==> src/rtl/stopwatch_ctrl.sv <==
// stopwatch_ctrl: syncs and debounces two buttons into start/stop/lap/clear commands driving run/clr/lap_hold.
// Optional lap counter output lap_cnt is enabled by defining STOPWATCH_LAP_CNT_EN.
module stopwatch_ctrl #(
    parameter int DB_CYCLES = 4,
    parameter int DB_W      = 8
) (
    input  logic       clk,
    input  logic       rst,
    input  logic       btn_ss,
    input  logic       btn_lc,
    output logic       run,
    output logic       clr,
    output logic       lap_hold,
    output logic [1:0] state
`ifdef STOPWATCH_LAP_CNT_EN
    ,
    output logic [3:0] lap_cnt
`endif
);
    typedef enum logic [1:0] {IDLE = 2'd0, RUN = 2'd1, STOP = 2'd2, LAP = 2'd3} state_t;
    localparam logic [DB_W-1:0] DB_LAST = DB_W'(DB_CYCLES - 1);
    logic [1:0] btn, s1, s2, db, db_d, ev;
    logic [DB_W-1:0] cnt [2];
    state_t cur, nxt;
    logic nxt_clr, ss, lc;
    assign btn = {btn_lc, btn_ss};
    assign ss = ev[0];
    assign lc = ev[1];
    assign state = cur;
    // bit 0 = start/stop, bit 1 = lap/clear; press pulse is registered, adding one cycle
    always_ff @(posedge clk or negedge rst) begin
        if (!rst) begin
            s1 <= '0;
            s2 <= '0;
            db <= '0;
            db_d <= '0;
            ev <= '0;
            cnt[0] <= '0;
            cnt[1] <= '0;
        end else begin
            s1 <= btn;
            s2 <= s1;
            db_d <= db;
            ev <= db & ~db_d;
            for (int i = 0; i < 2; i++) begin
                if (s2[i] == db[i]) cnt[i] <= '0;
                else if (cnt[i] == DB_LAST) begin
                    cnt[i] <= '0;
                    db[i] <= ~db[i];
                end else cnt[i] <= cnt[i] + 1'b1;
            end
        end
    end
    // start/stop has priority; a simultaneous lap/clear is dropped
    always_comb begin
        nxt = cur;
        nxt_clr = 1'b0;
        if (ss) nxt = (cur == RUN || cur == LAP) ? STOP : RUN;
        else if (lc) begin
            nxt = cur == RUN ? LAP : cur == LAP ? RUN : IDLE;
            nxt_clr = cur == IDLE || cur == STOP;
        end
    end
    always_ff @(posedge clk or negedge rst) begin
        if (!rst) begin
            cur <= IDLE;
            run <= 1'b0;
            clr <= 1'b0;
            lap_hold <= 1'b0;
        end else begin
            cur <= nxt;
            run <= nxt == RUN || nxt == LAP;
            clr <= nxt_clr;
            lap_hold <= nxt == LAP;
        end
    end
`ifdef STOPWATCH_LAP_CNT_EN
    always_ff @(posedge clk or negedge rst) begin
        if (!rst) lap_cnt <= '0;
        else if (nxt_clr) lap_cnt <= '0;
        else if (cur == RUN && nxt == LAP && lap_cnt != 4'd15) lap_cnt <= lap_cnt + 1'b1;
    end
`endif
endmodule

==> config.mk <==
export PLATFORM = sky130hd
export DESIGN_NAME = stopwatch_ctrl
export DESIGN_NICKNAME = d
export VERILOG_FILES = /design/src/rtl/stopwatch_ctrl.sv
export SDC_FILE = /design/constraint.sdc
export NUM_CORES = 1
export LEC_CHECK = 0
export ABC_CLOCK_PERIOD_IN_PS = 1200
export BUFFER_PORTS_ARGS = -buffer_cell sky130_fd_sc_hd__buf_2
export CELL_PAD_IN_SITES_DETAIL_PLACEMENT = 0
export CELL_PAD_IN_SITES_GLOBAL_PLACEMENT = 1
export CORE_MARGIN = 3
export CORE_UTILIZATION = 32
export CTS_CLUSTER_SIZE = 20
export DETAILED_ROUTE_END_ITERATION = 8
export HOLD_SLACK_MARGIN = 0.08
export PLACE_DENSITY_LB_ADDON = 0.1
export SLEW_MARGIN = 5
export SYNTH_ARGS = -nofsm -noshare
export SYNTH_HDL_FRONTEND = slang
export SYNTH_SLANG_ARGS = --single-unit
==> constraint.sdc <==
create_clock -name clk -period 1.2 [get_ports clk]
set_input_delay 0.12 -clock clk [delete_from_list [all_inputs] [get_ports clk]]
set_output_delay 0.12 -clock clk [all_outputs]
set_load 0.01 [all_outputs]
Word-level counts from Yosys, hierarchy flattened --
Index checks and enable logic that the tools add are counted.
Storage, ports and cells: word-level logic and storage cells 46, bits in registers 31
Cells by class: bitwise operators 6, reduce and logical (&&, ||, !) cells 6, add/sub/neg operators 2, multiplexer cells 11, eq/ne operators 9
Operators by type and width (number):
- $mux W8 | 4
- $add A8 B1 Y8 const B | 2
- $eq A8 B2 Y1 const B | 2
- $mux W2 | 4
- $eq A2 B2 Y1 const B | 3
- $eq A2 B1 Y1 const B | 2
- $not A1 Y1 | 4
- $reduce_and A2 Y1 | 2
- $logic_or A1 B1 Y1 | 3
- $mux W1 | 3
- $and A2 B2 Y2 | 1
- $eq A1 B1 Y1 | 2
- $logic_not A2 Y1 | 1
- $not A2 Y2 | 1

Depth between registers and ports, before layout --
depth after elaboration 7, gate-level depth with buffers 4, mapped depth without buffers 4

Worst setup path before layout --
OpenSTA, ideal clock, no wires.
path kind register to register, from register cnt[8] (netlist bit), to register db[0], stages on the path, launching flop included 5, slack -0.080 ns, required time 1.073 ns, arrival 1.153 ns, period minus slack after synthesis 1.280 ns, cells stage by stage dfrtp_1 ha_1 nor4b_2 nand2_1 mux2_1
On the way: longest elaborated chain between the ends 2
Ends and longest elaborated chain:
- start: declaration | RTL line 23 | logic [DB_W-1:0] cnt [2];
- start signal: indexed assignment | RTL line 50 | end else cnt[i] <= cnt[i] + 1'b1;
- $eq A8 B2 Y1 | RTL line 47 | else if (cnt[i] == DB_LAST) begin
- $reduce_and A2 Y1 (no line)
- end signal: indexed assignment | RTL line 49 | db[i] <= ~db[i];
- end: declaration | RTL line 22 | logic [1:0] btn, s1, s2, db, db_d, ev;
No other way between the ends. A chain may end at the register's enable or synchronous reset.

Final worst setup path --
from register cnt[9] (netlist bit), to register db[0]
Same word-level chain as after synthesis.

==> summary.txt <==
Timing
  – Final total negative setup slack: -0.222 ns
  – Final count of negative-setup-slack endpoints: 4
  – Worst-margin pin slew: 0.316 ns
  – Final setup slack of the worst path: -0.0848 ns
  – Worst-case headroom to the max-slew limit: 78.9%
  – Final Hold Violating Endpoints: 0
  – Max Slew Vio Count: 0
  – Clock period minus worst slack: between 1 and 1.5 ns
  – Maximum operating frequency: 778 MHz
  – Share of the cycle needed by the critical path after routing: 107%
  – Setup repair after global routing missed its margin: yes
  – Worst setup skew after layout: 0.00301 ns

Route
  – Detail Route Antenna Nets: 0
  – Initial DRC Count: between 40 and 50
  – Number of vias in the routed layout: 857
  – Average vias per placed instance: approximately 4.5
  – DRT Pass-1 Iters: 4
  – Final routed wirelength across all metal layers: 2170 µm
  – DRC violation count after routing: 0
  – Average wire length per cell after detail routing: 11.3 µm

Placed design
  – GPL Wtd Cong: roughly 0.76
  – Final HPWL DP: 1570 µm
  – Port Buffer Count: 8

Global routing
  – Initial antenna violation count: 0
  – GRT Overall Usage: 11.1%
  – Leftover overflow at the end of global routing: 0
  – Global-route wire length before repair: around 3700 µm
  – Number of global-route vias before repair: 823
  – Maximum number of pins on one net before global-route repair: 20

Worst setup path
  – Launching point of the worst reg2reg path: cnt[9]$_DFF_PN0_
  – Origin of the worst setup path: cnt[9]$_DFF_PN0_
  – Flop-to-flop setup slack: -0.08 ns
  – Critical path destination: db[0]$_DFFE_PN0P_
  – Worst reg2reg endpoint: db[0]$_DFFE_PN0P_
  – Endpoint kind of the worst setup timing path: flop
  – Nature of the critical path startpoint: flop
  – WP data arrival: 1.44 ns
  – Setup Crit Path Kind: flop to flop
  – Worst EP required: 1.36 ns
  – Number of cells traversed by the worst register-to-register path: 4
  – Critical Path Fanout Max: 2

Cells and area
  – Layout Nets: 152
  – Diode insertion count for antenna repair: 0
  – Layout cell share with drive strength beyond 1: a little under two fifths
  – Syn-to-layout area delta: 34.2%
  – Final core utilization: 45.5%

Clock network
  – CTS buffer count: 5
  – # H-tree levels: 2
  – Clock-pin slew on the worst setup and hold paths: 0.06 ns
  – Sink count of the clock tree: 30
  – Root Buffer: sky130_fd_sc_hd__clkbuf_8
  – Worst skew pair latency: 0.27 ns
  – CTS tree: done
  – Longest Clk Path Bufs: 2

Yosys
  – Leading cell type by number of instances after synthesis: sky130_fd_sc_hd__dfrtp_1
  – Avg Inst Size Synth: around 12 µm²
  – EDFF count, synth: 0
  – Cell types occupying the most area after synthesis: sky130_fd_sc_hd__dfrtp_1 (60%), sky130_fd_sc_hd__ha_1 (5.0%), sky130_fd_sc_hd__nand3_1 (3.2%)
  – Number of register bits inferred by synthesis: 30
  – Share of synthesized area occupied by flip-flops and latches: 59.6%
  – Cell area after technology mapping: roughly 1300 µm²
  – Area fraction of the dominant cell type after synthesis: 59.6%
  – Async SR Flop Fraction: 100%
  – Distinct cells, synth: 24
  – Post-synth net total: approximately 120
  – Top cell types by occurrence after synthesis: sky130_fd_sc_hd__dfrtp_1 (30), sky130_fd_sc_hd__nor2_1 (10), sky130_fd_sc_hd__nand3_1 (8), sky130_fd_sc_hd__o21ai_0 (6), sky130_fd_sc_hd__or3_1 (6)
  – Warnings from Yosys: 0
  – Synth Flop Type: sky130_fd_sc_hd__dfrtp_1
  – Post-synthesis instance total: 106
  – Most area-hungry cell type in the Yosys netlist: sky130_fd_sc_hd__dfrtp_1

Floorplanning
  – Overall die area: 4720 µm²
  – Placeable core region: 3720 µm²
  – Die span in x: 68.7 µm
  – Std cell rows: 22
  – Initial core utilization: 33.9%
  – Count of boundary I/O pins: 9
  – Die height: 68.7 µm

Status
  – Status: complete, but fails checks
  – Violated checks: negative setup slack

Worst hold path
  – Tightest Hold Check Type: input port to asynchronous set/reset pin

Flow run
  – Maximum Capacitance Violations: 0

Pwr
  – Total power of the final layout: 3240 µW
  – Worst vdd ir: about 0.77 mV
  – Pwr/cell area: between 1500 and 2000 nW/µm²
  – Leak: roughly 0.00078 µW
==> flip-flops by register name (all words and copies together) (netlist names), 2 cells and up <==
signal	cells
db_d	2
s1	2
cnt	16
s2	2
ev	2
db	2
==> report_power, final <==
part	internal [µW]	total, µW	switching (µW)
sequential	1250	1430	176
clock	462	819	357
combinational	536	995	459
total	2250	3240	993
==> routing by layer <==
metal | vias up | global-route usage (%) | share of wire, %
met4 | 0 | 5.84 | 1.7
met3 | 4 | 4.86 | 3.7
li1 | 437 | - | -
met5 | - | 0 | 0
met2 | 9 | 15.6 | 47
met1 | 407 | 14.2 | 47
==> worst min-delay path by stage <==
stage	from	endpoint	slack, ns	cells past startpoint
6_report	rst	cnt[6]$_DFF_PN0_	0.27	2
5_1_grt	rst	cnt[6]$_DFF_PN0_	0.30	2
4_1_cts	rst	cnt[1]$_DFF_PN0_	0.28	2
3_5_place_dp	rst	cnt[6]$_DFF_PN0_	0.03	1
3_3_place_gp	rst	cnt[6]$_DFF_PN0_	0.03	1
2_1_floorplan	rst	clr$_DFF_PN0_	-0.18	0
==> timing repair <==
action,CTS,global route
pin swaps,5,5
resized for setup,7,7
endpoints found under the setup margin,16,16
hold endpoints to repair,32,0
setup buffers,1,0
hold buffers,3,0
==> logic make-up after synthesis <==
logic type,after synthesis,share of synthesized area [%]
XOR/XNOR,8,5.57
multiplexers,2,1.79
flip-flops,30,59.6
AND/OR/NAND/NOR,40,18.7
AO/OA/AOI/OAI,16,7.55
adder cells (fa/ha/maj),5,4.97
buffers and inverters,5,1.79
==> final cells by class <==
type                            instances  area, µm²
Clock inverter                          1       5.00
Multi-Input combinational cell         71        528
Inverter                                4       15.0
Fill cell                             366       2030
Clock buffer                            7       86.3
Sequential cell                        30        754
Timing Repair Buffer                   31        240
Tap cell                               48       60.1
==> per-stage QoR <==
stage          hold WS, ns  instances  cell area (µm²)  setup slack, ns
6_report             0.270        192             1690          -0.0848
5_1_grt              0.295        192             1690           -0.157
4_1_cts              0.282        192             1670          -0.0947
3_5_place_dp        0.0314        180             1520          -0.0983
3_3_place_gp        0.0330        180             1520          -0.0714
2_1_floorplan       -0.176        106             1280          -0.0657
==> critical path, stage by stage, from the launching register on <==
cell and delay [ns]:
sky130_fd_sc_hd__dfrtp_1 0.38, sky130_fd_sc_hd__ha_2 0.19, sky130_fd_sc_hd__nor4b_4 0.20, sky130_fd_sc_hd__nand2_1 0.10, sky130_fd_sc_hd__mux2_4 0.30
==> cell usage in the layout, fill, tap and decap left out, types with 2 or more instances in the layout <==
| master | n |
|---|---|
| sky130_fd_sc_hd__clkbuf_8 | 6 |
| sky130_fd_sc_hd__a21oi_1 | 5 |
| sky130_fd_sc_hd__buf_2 | 8 |
| sky130_fd_sc_hd__inv_1 | 4 |
| sky130_fd_sc_hd__ha_2 | 4 |
| sky130_fd_sc_hd__buf_6 | 2 |
| sky130_fd_sc_hd__o21ai_0 | 6 |
| sky130_fd_sc_hd__xnor2_1 | 4 |
| sky130_fd_sc_hd__nor4b_4 | 2 |
| sky130_fd_sc_hd__buf_4 | 17 |
| sky130_fd_sc_hd__mux2_4 | 2 |
| sky130_fd_sc_hd__nand3_1 | 7 |
| sky130_fd_sc_hd__a21o_2 | 2 |
| sky130_fd_sc_hd__or3_1 | 6 |
| sky130_fd_sc_hd__nor3_1 | 2 |
| sky130_fd_sc_hd__nor2b_1 | 2 |
| sky130_fd_sc_hd__dfrtp_2 | 3 |
| sky130_fd_sc_hd__nand4_2 | 2 |
| sky130_fd_sc_hd__dfrtp_1 | 27 |
| sky130_fd_sc_hd__nand2_1 | 4 |
| sky130_fd_sc_hd__xor2_1 | 4 |
| sky130_fd_sc_hd__a21oi_2 | 2 |
| sky130_fd_sc_hd__dlygate4sd3_1 | 3 |
| sky130_fd_sc_hd__nor2_1 | 10 |
Power figures use the tool's default switching activity.
